[src/rtl/tx_scheduler.sv]
// tx_scheduler: shares one serial transmitter between a buffered echo stream
// (4-entry FIFO) and an unbuffered playback stream. Characters are granted
// round-robin, launched with a one-cycle tx_start, and followed by a
// guaranteed idle gap once the transmitter reports completion.
module tx_scheduler #(
  parameter int GAP_CYCLES     = 16,
  parameter int TIMEOUT_CYCLES = 1000000
) (
  input  logic       sysclk,
  input  logic       reset,
  input  logic       echo_valid,
  input  logic [7:0] echo_data,
  output logic       echo_ready,
  input  logic       play_valid,
  input  logic [7:0] play_data,
  output logic       play_ready,
  output logic [7:0] tx_data,
  output logic       tx_start,
  input  logic       tx_done,
  output logic       busy,
  output logic       grant_src,
  output logic       timeout_err,
  output logic [2:0] fifo_count
);

  localparam int FIFO_DEPTH = 4;
  localparam logic [2:0] FIFO_FULL = 3'd4;

  // One counter serves both the completion timeout and the gap, so it is
  // sized for the larger of the two waits and never wraps inside a wait.
  // TIMEOUT_CYCLES is expected to be at least 1.
  localparam int CNT_MAX = (TIMEOUT_CYCLES > GAP_CYCLES) ? TIMEOUT_CYCLES : GAP_CYCLES;
  localparam int CNT_W   = (CNT_MAX < 2) ? 1 : $clog2(CNT_MAX + 1);
  localparam logic [CNT_W-1:0] TO_LAST  = CNT_W'(TIMEOUT_CYCLES - 1);
  localparam logic [CNT_W-1:0] GAP_LAST = CNT_W'(GAP_CYCLES - 1);
  localparam logic             NO_GAP   = (GAP_CYCLES == 0);

  typedef enum logic [1:0] {
    ST_IDLE      = 2'd0,
    ST_WAIT_DONE = 2'd1,
    ST_GAP       = 2'd2
  } state_t;

  state_t           r_state;
  logic [CNT_W-1:0] r_cnt;
  logic [7:0]       r_tx_data;
  logic             r_tx_start;
  logic             r_grant_src;
  logic             r_timeout_err;

  logic [7:0]       r_fifo_mem [FIFO_DEPTH];
  logic [1:0]       r_wr_ptr;
  logic [1:0]       r_rd_ptr;
  logic [2:0]       r_count;

  logic             w_fifo_req;
  logic             w_done_now;
  logic             w_grant_window;
  logic             w_grant_echo;
  logic             w_grant_play;
  logic             w_push;
  logic             w_pop;

  // Readiness comes from the occupancy at the start of the cycle, so a push
  // into a full FIFO is refused even if a pop happens in the same cycle.
  assign echo_ready = (r_count < FIFO_FULL);
  assign w_push     = echo_valid && echo_ready;
  assign w_pop      = w_grant_echo;

  // Decide whether a grant may happen this cycle and which source wins.
  always_comb begin
    w_fifo_req     = (r_count != 3'd0);
    w_done_now     = (r_state == ST_WAIT_DONE) && tx_done;
    w_grant_echo   = 1'b0;
    w_grant_play   = 1'b0;
    // With no gap, the completion cycle itself behaves as an idle cycle so
    // the next character can start right after tx_done.
    if (reset) begin
      w_grant_window = 1'b0;
    end else if (r_state == ST_IDLE) begin
      w_grant_window = 1'b1;
    end else if (NO_GAP) begin
      w_grant_window = w_done_now;
    end else begin
      w_grant_window = 1'b0;
    end
    if (w_grant_window) begin
      if (w_fifo_req && play_valid) begin
        // Both requesting: serve whichever source was not served last.
        w_grant_echo = r_grant_src;
        w_grant_play = ~r_grant_src;
      end else begin
        w_grant_echo = w_fifo_req;
        w_grant_play = play_valid;
      end
    end else begin
      w_grant_echo = 1'b0;
      w_grant_play = 1'b0;
    end
  end

  assign play_ready  = w_grant_play;
  // A start strobe left over from a grant is suppressed while reset is high.
  assign tx_start    = r_tx_start && !reset;
  assign tx_data     = r_tx_data;
  assign grant_src   = r_grant_src;
  assign timeout_err = r_timeout_err;
  assign busy        = (r_state != ST_IDLE);
  assign fifo_count  = r_count;

  // Echo FIFO storage; contents need no reset because occupancy gates reads.
  always_ff @(posedge sysclk) begin
    if (w_push && !reset) begin
      r_fifo_mem[r_wr_ptr] <= echo_data;
    end else begin
      r_fifo_mem[r_wr_ptr] <= r_fifo_mem[r_wr_ptr];
    end
  end

  // Echo FIFO pointers and occupancy.
  always_ff @(posedge sysclk) begin
    if (reset) begin
      r_wr_ptr <= 2'd0;
      r_rd_ptr <= 2'd0;
      r_count  <= 3'd0;
    end else begin
      if (w_push) begin
        r_wr_ptr <= r_wr_ptr + 2'd1;
      end else begin
        r_wr_ptr <= r_wr_ptr;
      end
      if (w_pop) begin
        r_rd_ptr <= r_rd_ptr + 2'd1;
      end else begin
        r_rd_ptr <= r_rd_ptr;
      end
      case ({w_push, w_pop})
        2'b10:   r_count <= r_count + 3'd1;
        2'b01:   r_count <= r_count - 3'd1;
        default: r_count <= r_count;
      endcase
    end
  end

  // Scheduler state machine: grant, wait for completion or timeout, then gap.
  always_ff @(posedge sysclk) begin
    if (reset) begin
      r_state       <= ST_IDLE;
      r_cnt         <= '0;
      r_tx_data     <= 8'd0;
      r_tx_start    <= 1'b0;
      r_grant_src   <= 1'b1;
      r_timeout_err <= 1'b0;
    end else begin
      r_tx_start <= 1'b0;
      if (w_grant_echo || w_grant_play) begin
        r_state     <= ST_WAIT_DONE;
        r_cnt       <= '0;
        r_tx_start  <= 1'b1;
        r_grant_src <= w_grant_play;
        r_tx_data   <= w_grant_play ? play_data : r_fifo_mem[r_rd_ptr];
      end else begin
        case (r_state)
          ST_IDLE: begin
            r_state <= ST_IDLE;
            r_cnt   <= '0;
          end
          ST_WAIT_DONE: begin
            if (tx_done) begin
              r_cnt   <= '0;
              r_state <= NO_GAP ? ST_IDLE : ST_GAP;
            end else if (r_cnt == TO_LAST) begin
              r_timeout_err <= 1'b1;
              r_cnt         <= '0;
              r_state       <= NO_GAP ? ST_IDLE : ST_GAP;
            end else begin
              r_cnt <= r_cnt + CNT_W'(1);
            end
          end
          ST_GAP: begin
            if (r_cnt == GAP_LAST) begin
              r_cnt   <= '0;
              r_state <= ST_IDLE;
            end else begin
              r_cnt <= r_cnt + CNT_W'(1);
            end
          end
          default: begin
            r_cnt   <= '0;
            r_state <= ST_IDLE;
          end
        endcase
      end
    end
  end

endmodule

[config.mk]
export PLATFORM = sky130hd
export DESIGN_NAME = tx_scheduler
export DESIGN_NICKNAME = d
export VERILOG_FILES = /design/src/rtl/tx_scheduler.sv
export SDC_FILE = /design/constraint.sdc
export NUM_CORES = 1
export LEC_CHECK = 0
export CAP_MARGIN = 10
export CORE_MARGIN = 2
export CORE_UTILIZATION = 62
export CTS_BUF_LIST = sky130_fd_sc_hd__clkbuf_16
export DETAILED_ROUTE_END_ITERATION = 8
export DONT_BUFFER_PORTS = 1
export GPL_TIMING_DRIVEN = 1
export HOLD_SLACK_MARGIN = 0.05
export PLACE_DENSITY = 0.78
export SLEW_MARGIN = 20
export SYNTH_ARGS = -nofsm -noshare
export SYNTH_HDL_FRONTEND = slang
export SYNTH_SLANG_ARGS = --single-unit
[constraint.sdc]
create_clock -name sysclk -period 2.7 [get_ports sysclk]
set_clock_uncertainty 0.1 [all_clocks]
set_input_delay 0.27 -clock sysclk [delete_from_list [all_inputs] [get_ports sysclk]]
set_output_delay 0.27 -clock sysclk [all_outputs]
set_load 0.1 [all_outputs]
# Yosys cells after proc, flatten, opt, wreduce, memory -nomap -nowiden
# Memories as Yosys holds them, arrays and structs flattened. A register that Yosys moved wholly into a read port is not among the register bits.
# Cells that the tools add are included.
# classes
eq_ne	11
magnitude_cmp	1
n_addsub	5
n_mux	24
bitwise_logic	4
n_reduce_logical	15
# ops
op	count
20-bit two-way mux	3
20-bit one-hot mux with 2 select lines	1
20-bit by 1-bit adder with 20-bit output (second input constant)	1
20-bit == test (second input constant)	1
20-bit by 4-bit == test with 1-bit output (second input constant)	1
8-bit two-way mux	2
1-bit two-way mux	11
2-bit two-way mux	5
3-bit one-hot mux with 2 select lines	1
2-bit AND reduction	3
2-bit by 1-bit adder with 2-bit output (second input constant)	2
2-bit by 1-bit == test with 1-bit output (second input constant)	2
2-bit == test (second input constant)	2
1-bit logical AND	4
4-bit by 2-bit != test with 1-bit output (second input constant)	1
2-bit one-hot mux with 2 select lines	1
4-bit AND reduction	1
2-bit nonzero test	2
3-bit by 1-bit adder with 3-bit output (second input constant)	1
3-bit < comparator (second input constant)	1
3-bit by 2-bit != test with 1-bit output (second input constant)	1
3-bit != test (second input constant)	1
1-bit NOT	3
3-bit nonzero test	1
8 further kinds	8
# totals
ff_bits	40
wordCells	71
ram_bits	32
memories	1
inputBits	21
# mem_list
memory	words	width	read_ports	rd_clocked_by_memory_dff	write_ports	line	source
r_fifo_mem	4	8	1	1	1	51	logic [7:0] r_fifo_mem [FIFO_DEPTH];

# Longest topological paths before layout
# Gate-level depths: netlist of the first run.
# logic_depth
ltp_word	7
mapped_depth	11
ltp_nobuf	11

# Least setup slack after synthesis of the first run
# No wires, ideal clock.
# synth_path
path_kind	register to register
from	reg r_count[2], in the netlist fifo_count[2]
to	reg r_count[2], in the netlist fifo_count[2]
setup_ps	71
path_stages_with_launch	10
path_buffers	0
path_slack_ps	-228
arrival_ps	2757
path_cell_list	dfxtp_1 or3_1 nand3_1 inv_1 ha_1 inv_1 fa_1 xor2_1 or3_1 a21oi_1
# synth_via
elab_chain_len	6
elab_cells_between_ends	12
classes_between	add/sub: 2; order compare: 1; eq/ne: 2; mux: 3; reduce/logical: 4
# synth_rtl
element	line	source
start, declared	54	logic [2:0] r_count;
start signal, assigned	138	2'b10: r_count <= r_count + 3'd1;
start signal, assigned	139	2'b01: r_count <= r_count - 3'd1;
start signal, assigned	140	default: r_count <= r_count;
3-bit nonzero test *	72	w_fifo_req = (r_count != 3'd0);
1-bit logical AND	88	if (w_fifo_req && play_valid) begin
1-bit two-way mux *	88	
1-bit two-way mux *	87	if (w_grant_window) begin
via w_grant_echo	59	logic w_grant_echo;
2-bit by 1-bit == test with 1-bit output / 2-bit == test (equally long branches)	137	case ({w_push, w_pop})
3-bit one-hot mux with 2 select lines / 2-bit nonzero test (equally long branches)	-	
# The timed path passes the listed nets; every way through them passes the cells marked *.
# A chain may end at the register's enable or synchronous reset.

# Worst setup path in the final report of the first run
# layout_path
from	reg r_state[0]
to	reg r_count[2], in the netlist fifo_count[2]
# layout_via
elab_chain_len	6
elab_cells_between_ends	8
classes_between	eq/ne: 2; mux: 4; reduce/logical: 2
# layout_rtl
element	line	source
start, declared	44	state_t r_state;
start signal, assigned	171	r_state <= NO_GAP ? ST_IDLE : ST_GAP;
start signal, assigned	175	r_state <= NO_GAP ? ST_IDLE : ST_GAP;
2-bit zero test *	80	end else if (r_state == ST_IDLE) begin
1-bit two-way mux *	80	
1-bit two-way mux *	78	if (reset) begin
1-bit two-way mux *	87	
via w_grant_echo	59	
2-bit by 1-bit == test with 1-bit output / 2-bit == test (equally long branches)	137	
3-bit one-hot mux with 2 select lines / 2-bit nonzero test (equally long branches)	-	
# Marked as above.

==> results of run 1 <==
-- sequential cells by signal, indices dropped and copies added (netlist names), named ones only --
name	count
timeout_err	1
r_tx_start	1
fifo_count	3
tx_data	8
r_cnt	20
r_wr_ptr	2
r_fifo_mem	32
r_state	2
r_rd_ptr	2
grant_src	1
-- cell usage after synthesis, drive strengths merged, types with 3 or more instances --
master	instances
nand2	9
dfxtp	42
nand3	12
or4	6
o22ai	7
a21oi	5
mux4	8
inv	17
clkbuf	3
ha	9
and2	5
nor2b	4
nor3	13
xnor2	14
xor2	9
buf	3
edfxtp	32
nor2	48
o21ai	3
-- layout make-up --
| class | count | area (um2) |
|---|---|---|
| Clock buffer | 9 | 225 |
| Clock inverter | 7 | 76.3 |
| Fill cell | 291 | 1090 |
| Inverter | 17 | 63.8 |
| Multi-Input combinational cell | 168 | 1210 |
| Sequential cell | 74 | 1810 |
| Tap cell | 67 | 83.8 |
| Timing Repair Buffer | 24 | 205 |
-- path summary, 6_finish.rpt --
| check | end | depth (start not counted) | slack [ps] | from |
|---|---|---|---|---|
| min reg2reg | r_state[1]$_SDFFE_PP0P_ | 2 | 380 | r_state[1]$_SDFFE_PP0P_ |
| max reg2reg | fifo_count[2]$_SDFFE_PP0P_ | 11 | 250 | r_state[0]$_SDFFE_PP0P_ |
| max | fifo_count[2]$_SDFFE_PP0P_ | 11 | 250 | r_state[0]$_SDFFE_PP0P_ |
| min | r_state[0]$_SDFFE_PP0P_ | 2 | 90 | play_valid |
-- kinds of logic after synthesis --
family	count (synthesis)	synth area share
simple gates	105	0.174
flops	74	0.583
xor+xnor	23	0.0651
buf+inv	23	0.0307
compound gates	21	0.0437
fa+ha+maj	10	0.0429
mux	9	0.0615
-- worst register-to-register path: stages, from the launching register on --
cell and delay [ps]:
dfxtp_1 320, inv_1 80, ha_1 220, nor2b_4 180, nand3_1 120, inv_2 120
ha_1 200, inv_1 60, fa_1 370, xor2_1 160, or3_1 300, a21oi_1 140
-- timing repair --
action	4_1_cts	5_1_grt
hold endpoints to repair	53	0
hold buffers	10	0
endpoints found under the setup margin	0	1
resized for setup	0	3
-- through the flow --
step           instances  instance area, um2  total power [mW]  utilization  worst slack (ps)
6_report             366                3670              3.81        0.771               250
5_1_grt              366                3670              3.95        0.771              20.2
4_1_cts              366                3660              3.80        0.770               155
3_5_place_dp         340                3260              2.59        0.685               238
3_3_place_gp         340                3260              2.57        0.685               305
2_1_floorplan        265                3100              2.38            -               111
-- per-layer routing --
metal,up-vias,track usage,part of all wire,wire length (um)
met3,14,0.0669,0.036,219
met2,37,0.441,0.55,3390
met1,976,0.277,0.39,2400
met4,0,0.113,0.021,130
li1,990,-,-,-
met5,-,0,0,0
-- power groups by stage --
| stage | Sequential (mW) | Combinational (mW) | Clock, mW |
|---|---|---|---|
| 2_1_floorplan | 1.83 | 0.553 | 0 |
| 3_3_place_gp | 1.51 | 1.05 | 0 |
| 3_5_place_dp | 1.52 | 1.07 | 0 |
| 4_1_cts | 1.50 | 1.10 | 1.20 |
| 5_1_grt | 1.51 | 1.19 | 1.26 |
| 6_report | 1.50 | 1.10 | 1.20 |
==> out/results.ini, run 1 <==
[yosys]
synth_cell_types=41
syn_nets=296
syn-instance-count=265
ys_seq_elements=74
synth-edff-count=32
yosys.area.top_type_share=0.311
syn_avg_cell_area_um2=11.7
synthArstFlopShare=0
yosysWarnings=0
yosys.area.top_type=edfxtp_1
yosysSeqAreaShare=0.583
synth.cell_area_um2=3090
ys_top_cells_by_area=edfxtp_1 31%, dfxtp_1 27%, mux4_2 5.8%, nor2_1 5.5%, xnor2_1 4.0%
synth_flop_cell=dfxtp_1

[sta]
slew_headroom=0.337
rsz0062_at_grt=no
fin_crit_sh=0.907
fin_tns_setup_ps=0
hold_ws_ps=87.9
clock.fmax_ghz=0.408
hold_viol=0
fin_crit_ps=2450
setup_violations=0
tightest_slew_ps=993
maxSlewViolCount=0

[cts]
cts.sinks=74
clock_latency_ps=330
clk_path_buf_depth=2
cts.htree.levels=3
post_cts_buffers=0
clk_pin_slew_ps=60
cts_tree=done
numCtsBuffers=9
cts-root-buf=clkbuf_16

[critical_path]
crit_type=flop to flop
critical_path.cell_chain=inv_1 > ha_1 > nor2b_4 > nand3_1 > inv_2 > ha_1 > inv_1 > fa_1 > xor2_1 > or3_1 > a21oi_1
cp-end-kind=flop
path_buf_inv=3
arrival_ps=2590
crit_path_top_delay_cell=fa_1
slowest_delay_ps=370
cp-start-kind=flop
critPathTopFamily=adder cells
worst_ep_required_time_ps=2840
cp_max_fo=4

[power_and_ir_drop]
combPwrFrac=0.290
clockPowerShare=0.317
netSwitchingPower_mw=1.46
p_sw_frac=0.383
p_int_mw=2.35
power.density_nw_per_um2=1040
ir_drop_mv=0.578
power.leakage_nw=1.30
pwr-share-seq=0.393

[global_routing]
antenna_found_initial=0
grt_max_degree=20
grt_first_pass_wirelength_mm=9.87
grt_remaining_overflow=0
track_usage=0.247
grt_pass1_vias=2071

[cells_and_area]
final_cell_mix=45 x nor2_1, 38 x dfxtp_1, 32 x edfxtp_1
nets=325
final_common_cell=nor2_1
areaGrowthSynthToFinish_pct=18.6
antenna_cells=0
drive_above_1_share=0.184

[die]
die-width_um=74.6
core_area_um2=4750
die_area_um2=5570
io_pins=38
dieHeight_um=74.6
placementRows=25
start_util=0.651

[drt]
route.vias.total=2017
firstDrtPassIters=4
wl_per_cell_um=16.8
drtAntennaViolNets=0
drtIter0Drc=119
remaining_drc_errors=0
via_per_inst=5.51
detail_route.wirelength_mm=6.14

[run_status]
status=finished, final reports clean

[run]
maxCapViolCount=0

[place]
port_buffers=0
dp_hpwl_mm=3.79
place.gp.congestion=0.768

[hold_path]
hp-class=input port to flop

Note: power is estimated with default switching activity, not from simulation.
==> run 2: changes to the inputs <==
HOLD_SLACK_MARGIN = default   (was 0.05)
clock period = 2.3 ns   (was 2.7 ns; I/O delays follow)
==> run 2 against run 1 <==
  * Clock power increased by 16%
  * Critical path depth unchanged
  * Final cell count increased by 4.1%
  * Die area unchanged
  * Critical endpoint unchanged
==> out/results.ini, run 2 (synthesized netlist as in run 1, its figures left out) <==
[run_status]
status=finished, final reports clean  ; unchanged

[drt]
wl_per_cell_um=18.6  ; was 16.8 um
drtAntennaViolNets=0  ; unchanged
drtIter0Drc=151  ; was 119
detail_route.wirelength_mm=7.09  ; was 6.14 mm
route.vias.total=2142  ; was 2017
firstDrtPassIters=4  ; unchanged
via_per_inst=5.62  ; was 5.51
remaining_drc_errors=0  ; unchanged

[cells_and_area]
final_cell_mix=45 x nor2_1, 36 x dfxtp_1, 32 x edfxtp_1  ; was 45 x nor2_1, 38 x dfxtp_1, 32 x edfxtp_1
nets=340  ; was 325
largest_reg_flops=32  ; unchanged
multi_input_area_um2=1250  ; was 1210 um2
top_register=r_fifo_mem  ; unchanged
final_common_cell=nor2_1  ; unchanged
drive_above_1_share=0.255  ; was 0.184
areaGrowthSynthToFinish_pct=24.7  ; was 18.6%
seqCellArea_um2=1820  ; was 1810 um2
utilization=0.811  ; was 0.771
instances_no_fill=381  ; was 366
fillers=268  ; was 291
antenna_cells=0  ; unchanged

[place]
dp_hpwl_mm=4.06  ; was 3.79 mm
place.gp.congestion=0.810  ; was 0.768
place_inst=349  ; was 340
port_buffers=0  ; unchanged

[cts]
clk_pin_slew_ps=60  ; about the same
cts.sinks=74  ; unchanged
clock_latency_ps=330  ; about the same
numCtsBuffers=9  ; unchanged
cts-root-buf=clkbuf_16  ; unchanged
cts.htree.levels=3  ; unchanged
clk_path_buf_depth=2  ; unchanged
cts_tree=done  ; unchanged

[die]
io_pins=38  ; unchanged
core_area_um2=4750  ; unchanged
dieHeight_um=74.6  ; unchanged
placementRows=25  ; unchanged
die-width_um=74.6  ; unchanged
die_area_um2=5570  ; unchanged
start_util=0.651  ; unchanged

[sta]
hold_viol=0  ; unchanged
clock.fmax_ghz=0.443  ; was 0.408 GHz
fin_crit_sh=0.982  ; was 0.907
setup_violations=0  ; unchanged
tightest_slew_ps=794  ; was 993 ps
slew_headroom=0.469  ; was 0.337
maxSlewViolCount=0  ; unchanged
fin_crit_ps=2260  ; was 2450 ps

[global_routing]
grt_max_degree=21  ; was 20
antenna_found_initial=0  ; unchanged
grt_pass1_vias=2074  ; was 2071
grt_remaining_overflow=0  ; unchanged
track_usage=0.267  ; was 0.247
grt_first_pass_wirelength_mm=10.5  ; was 9.87 mm

[hold_path]
timing.hold.worst_endpoint=r_state[1]$_SDFFE_PP0P_  ; was r_state[0]$_SDFFE_PP0P_
hp-class=input port to flop  ; unchanged
min_from=reset  ; was play_valid
hold-path-cell-count=3  ; was 2

[critical_path]
worst_ep_required_time_ps=2450  ; was 2840 ps
crit_type=flop to flop  ; unchanged
cp-start-kind=flop  ; unchanged
reg2regPathDepth=11  ; unchanged
cp-end-kind=flop  ; unchanged
r2r_start=r_state[0]$_SDFFE_PP0P_  ; unchanged
cp_max_fo=3  ; was 4
timing.rr.end=fifo_count[2]$_SDFFE_PP0P_  ; unchanged
arrival_ps=2410  ; was 2590 ps
rrSetupSlack_ps=40  ; was 250 ps

[power_and_ir_drop]
power_mw=4.71  ; was 3.81 mW
ir_drop_mv=1.17  ; was 0.578 mV
power.density_nw_per_um2=1220  ; was 1040 nW/um2
power.leakage_nw=1.39  ; was 1.30 nW

[run]
maxCapViolCount=0  ; unchanged

run 2: cell count changes in the layout (fill, tap and decap cells not counted), moves of 2 or more:
cell	before	now
buf_4	14	28
dfxtp_1	38	36
inv_1	15	13
dfxtp_4	0	4
clkinv_4	1	4
ha_1	9	7
dfxtp_2	4	2
inv_6	3	1
ha_4	0	2
run 2: area by class of cell:
| class | count | area share |
|---|---|---|
| sequential | 74 | 0.472 |
| multi-input combinational | 168 | 0.325 |
| timing repair buffer | 39 | 0.0856 |
| clock buffer | 9 | 0.0584 |
| tap | 67 | 0.0217 |
| clock inverter | 7 | 0.0201 |
| inverter | 17 | 0.0172 |
run 2: where the power goes:
part / switching [mW] / internal [mW] / total [mW]
registers: 0.0973 / 1.54 / 1.64
clock network: 0.547 / 0.847 / 1.39
logic: 1.16 / 0.528 / 1.68
run 2: per-layer routing:
layer | global-route usage | wire (um) | up-vias
met5 | 0 | 0 | -
met4 | 0.0774 | 89 | 0
met1 | 0.342 | 2970 | 1038
li1 | - | - | 1022
met2 | 0.441 | 3610 | 73
met3 | 0.0843 | 428 | 9
run 2: through the flow:
stage | TNS (ps) | hold slack [ps] | area [um2] | setup WS [ps]
2_1_floorplan | 0 | 229 | 3130 | 27.6
3_3_place_gp | 0 | 193 | 3370 | 62.0
3_5_place_dp | -36.4 | 201 | 3370 | -36.4
4_1_cts | 0 | 15.3 | 3790 | 2.04
5_1_grt | -29.7 | 26.5 | 3860 | -29.7
6_report | 0 | 38.8 | 3860 | 41.4
run 2: worst max path at each step:
stage / from / endpoint / slack [ps] / cells past startpoint
after floorplan: r_state[0]$_SDFFE_PP0P_ / fifo_count[2]$_SDFFE_PP0P_ / 30 / 11
after detailed placement: r_state[0]$_SDFFE_PP0P_ / fifo_count[2]$_SDFFE_PP0P_ / -40 / 11
after global placement: r_state[0]$_SDFFE_PP0P_ / fifo_count[2]$_SDFFE_PP0P_ / 60 / 11
final: r_state[0]$_SDFFE_PP0P_ / fifo_count[2]$_SDFFE_PP0P_ / 40 / 11
after CTS: r_state[0]$_SDFFE_PP0P_ / fifo_count[2]$_SDFFE_PP0P_ / 2 / 11
after global routing: r_state[0]$_SDFFE_PP0P_ / fifo_count[2]$_SDFFE_PP0P_ / -30 / 11
run 2: worst max-delay path: stages (launching register included):
cell     delay (ps)
dfxtp_2         330
inv_2            80
ha_4            140
nor2b_4         160
nand3_4          90
inv_4            90
ha_4            130
inv_1            40
fa_2            320
xor2_1          150
or3_1           400
a21oi_2         140
run 2: repair_timing:
item	4_1_cts	5_1_grt
endpoints found under the setup margin	1	1
hold buffers	10	0
gates resized for setup	5	6
pin swaps	1	2
gates cloned	0	0
endpoints found under the hold margin	52	0
setup buffers	1	5
==> run 3: changes to the inputs <==
SETUP_SLACK_MARGIN = 0.5   (was default)
==> run 3 against run 2 <==
  * Wire length grew 61%
  * First-iteration DRC count grew to 2.6 times the previous value
  * Final area grew 12%
  * Critical path type unchanged
  * Via count grew 27%
  * Combinational power grew 19%
  * The run now ends with hold timing, setup timing left
  * Largest power group unchanged
==> out/results.ini, run 3 (synthesized netlist as in run 1, its figures left out) <==
[run_status]
status=finished with violations  ; was finished, final reports clean
violations=hold timing, setup timing

[die]
placementRows=25  ; unchanged
dieHeight_um=74.6  ; unchanged
die_area_um2=5570  ; unchanged
core_area_um2=4750  ; unchanged
io_pins=38  ; unchanged
die-width_um=74.6  ; unchanged
start_util=0.651  ; unchanged

[global_routing]
grt_pass1_vias=2492  ; was 2074
grt_remaining_overflow=0  ; unchanged
grt_max_degree=23  ; was 21
antenna_found_initial=0  ; unchanged
grt_first_pass_wirelength_mm=13.2  ; was 10.5 mm
track_usage=0.340  ; was 0.267

[cts]
cts.htree.levels=3  ; unchanged
cts_hold_buf=11  ; was 10
clk_pin_slew_ps=70  ; was 60 ps
cts.sinks=74  ; unchanged
numCtsBuffers=9  ; unchanged
clk_path_buf_depth=2  ; unchanged
cts_tree=done  ; unchanged
cts-root-buf=clkbuf_16  ; unchanged
clock_latency_ps=340  ; was 330 ps

[cells_and_area]
final_cell_mix=44 x buf_4, 35 x nor2_1, 32 x edfxtp_1  ; was 45 x nor2_1, 36 x dfxtp_1, 32 x edfxtp_1
nets=366  ; was 340
utilization=0.908  ; was 0.811
drive_above_1_share=0.441  ; was 0.255
final_common_cell=buf_4  ; was nor2_1
fillers=170  ; was 268
largest_reg_flops=32  ; unchanged
seqCellArea_um2=1840  ; was 1820 um2
antenna_cells=0  ; unchanged
top_register=r_fifo_mem  ; unchanged
instances_no_fill=407  ; was 381
areaGrowthSynthToFinish_pct=39.5  ; was 24.7%
multi_input_area_um2=1440  ; was 1250 um2

[sta]
hold_viol=17  ; was 0
fin_crit_sh=1.04  ; was 0.982
slew_headroom=0.666  ; was 0.469
maxSlewViolCount=0  ; unchanged
fin_crit_ps=2380  ; was 2260 ps
tightest_slew_ps=496  ; was 794 ps
setup_violations=1  ; was 0
hold_ws_ps=-151  ; was 38.8 ps
fin_ws_ps=-80.7  ; was 41.4 ps
clock.fmax_ghz=0.420  ; was 0.443 GHz
rsz0062_at_grt=yes

[critical_path]
crit_path_end=fifo_count[2]$_SDFFE_PP0P_  ; unchanged
worst-path-stages=11  ; unchanged
slowest_delay_ps=390  ; was 400 ps
rrSetupSlack_ps=-80  ; was 40 ps
crit_type=flop to flop  ; unchanged
cp_max_fo=2  ; was 3
worst_ep_required_time_ps=2460  ; was 2450 ps
path_buf_inv=3  ; unchanged
cp-start-kind=flop  ; unchanged
crit_path_top_delay_cell=or3_1  ; unchanged
reg2regPathDepth=11  ; unchanged
r2r_start=r_state[0]$_SDFFE_PP0P_  ; unchanged
critical_path.cell_chain=inv_2 > ha_4 > nor2b_4 > nand3_4 > inv_4 > ha_4 > inv_2 > fa_2 > xor2_1 > or3_1 > a21oi_2  ; was inv_2 > ha_4 > nor2b_4 > nand3_4 > inv_4 > ha_4 > inv_1 > fa_2 > xor2_1 > or3_1 > a21oi_2
arrival_ps=2540  ; was 2410 ps
cp-end-kind=flop  ; unchanged
critPathTopFamily=simple AND/OR/NAND/NOR gates  ; unchanged
crit_path_start=r_state[0]$_SDFFE_PP0P_  ; unchanged
timing.rr.end=fifo_count[2]$_SDFFE_PP0P_  ; unchanged

[drt]
route.vias.total=2717  ; was 2142
remaining_drc_errors=0  ; unchanged
detail_route.wirelength_mm=11.4  ; was 7.09 mm
wl_per_cell_um=28.0  ; was 18.6 um
via_per_inst=6.68  ; was 5.62
drtAntennaViolNets=0  ; unchanged
met3WireLength_mm=1.25  ; was 428 um
m1WireLength_mm=3.79  ; was 2.97 mm
firstDrtPassIters=5  ; was 4
highest_layer=met4  ; unchanged
drtIter0Drc=397  ; was 151
wl_met2_mm=5.52  ; was 3.61 mm

[power_and_ir_drop]
power.density_nw_per_um2=1190  ; was 1220 nW/um2
ir_drop_mv=0.913  ; was 1.17 mV
power_mw=5.14  ; was 4.71 mW
power.leakage_nw=1.54  ; was 1.39 nW

[place]
dp_slack_ps=54.8  ; was -36.4 ps
place.gp.congestion=0.788  ; was 0.810
dp_hpwl_mm=3.81  ; was 4.06 mm
port_buffers=0  ; unchanged
place_inst=347  ; was 349

[hold_path]
hp-class=input port to flop  ; unchanged
hold-path-cell-count=1  ; was 3

[run]
maxCapViolCount=0  ; unchanged

-- run 3: cell count changes in the layout (fill, tap and decap cells not counted), moves of 4 or more --
cell,change
nor2_4,+5
dfxtp_4,+4
nor2_1,-10
clkinv_4,-4
dfxtp_2,+5
dfxtp_1,-9
nor2_2,+5
or4_4,+4
or4_1,-4
buf_6,+7
buf_4,+16
and2_1,-4
-- run 3: where the power goes --
group          leakage, nW  total, mW  internal [mW]  switching, mW
combinational        0.752       2.00          0.649           1.35
sequential           0.641       1.66           1.53          0.120
clock                0.145       1.48          0.860          0.620
total                 1.54       5.14           3.04           2.09
-- run 3: worst min-delay path by stage --
| stage | to | from | slack (ps) |
|---|---|---|---|
| detailed placement | fifo_count[1]$_SDFFE_PP0P_ | reset | 190 |
| CTS | fifo_count[2]$_SDFFE_PP0P_ | reset | -160 |
| finish | fifo_count[2]$_SDFFE_PP0P_ | reset | -150 |
| global placement | fifo_count[1]$_SDFFE_PP0P_ | reset | 190 |
| floorplan | r_fifo_mem[0][0]$_DFFE_PP_ | echo_data[0] | 230 |
| global route | fifo_count[2]$_SDFFE_PP0P_ | reset | -160 |
-- run 3: layer usage --
layer	vias up	track usage
li1	1066	-
met1	1289	0.393
met2	281	0.591
met3	81	0.0991
met4	0	0.149
met5	-	0
-- run 3: area by class of cell --
type                    instances  area share
flip-flops and latches         74       0.427
clock inverters                 7      0.0191
clock buffers                   9      0.0522
repair buffers                 65       0.132
well taps                      67      0.0194
multi-input cells             168       0.334
inverters                      17      0.0168
-- run 3: timing repair --
action	4_1_cts	5_1_grt
pin swaps	18	5
hold endpoints to repair	53	17
setup buffers	20	10
setup endpoints to repair	41	61
resized for setup	46	38
gates cloned	3	0
-- run 3: metrics by stage --
step                      cell area (um2)  setup TNS (ps)
after floorplan                      3160               0
after global placement               3370               0
after detailed placement             3370               0
after CTS                            4110               0
after global routing                 4320            -111
final                                4320           -80.7
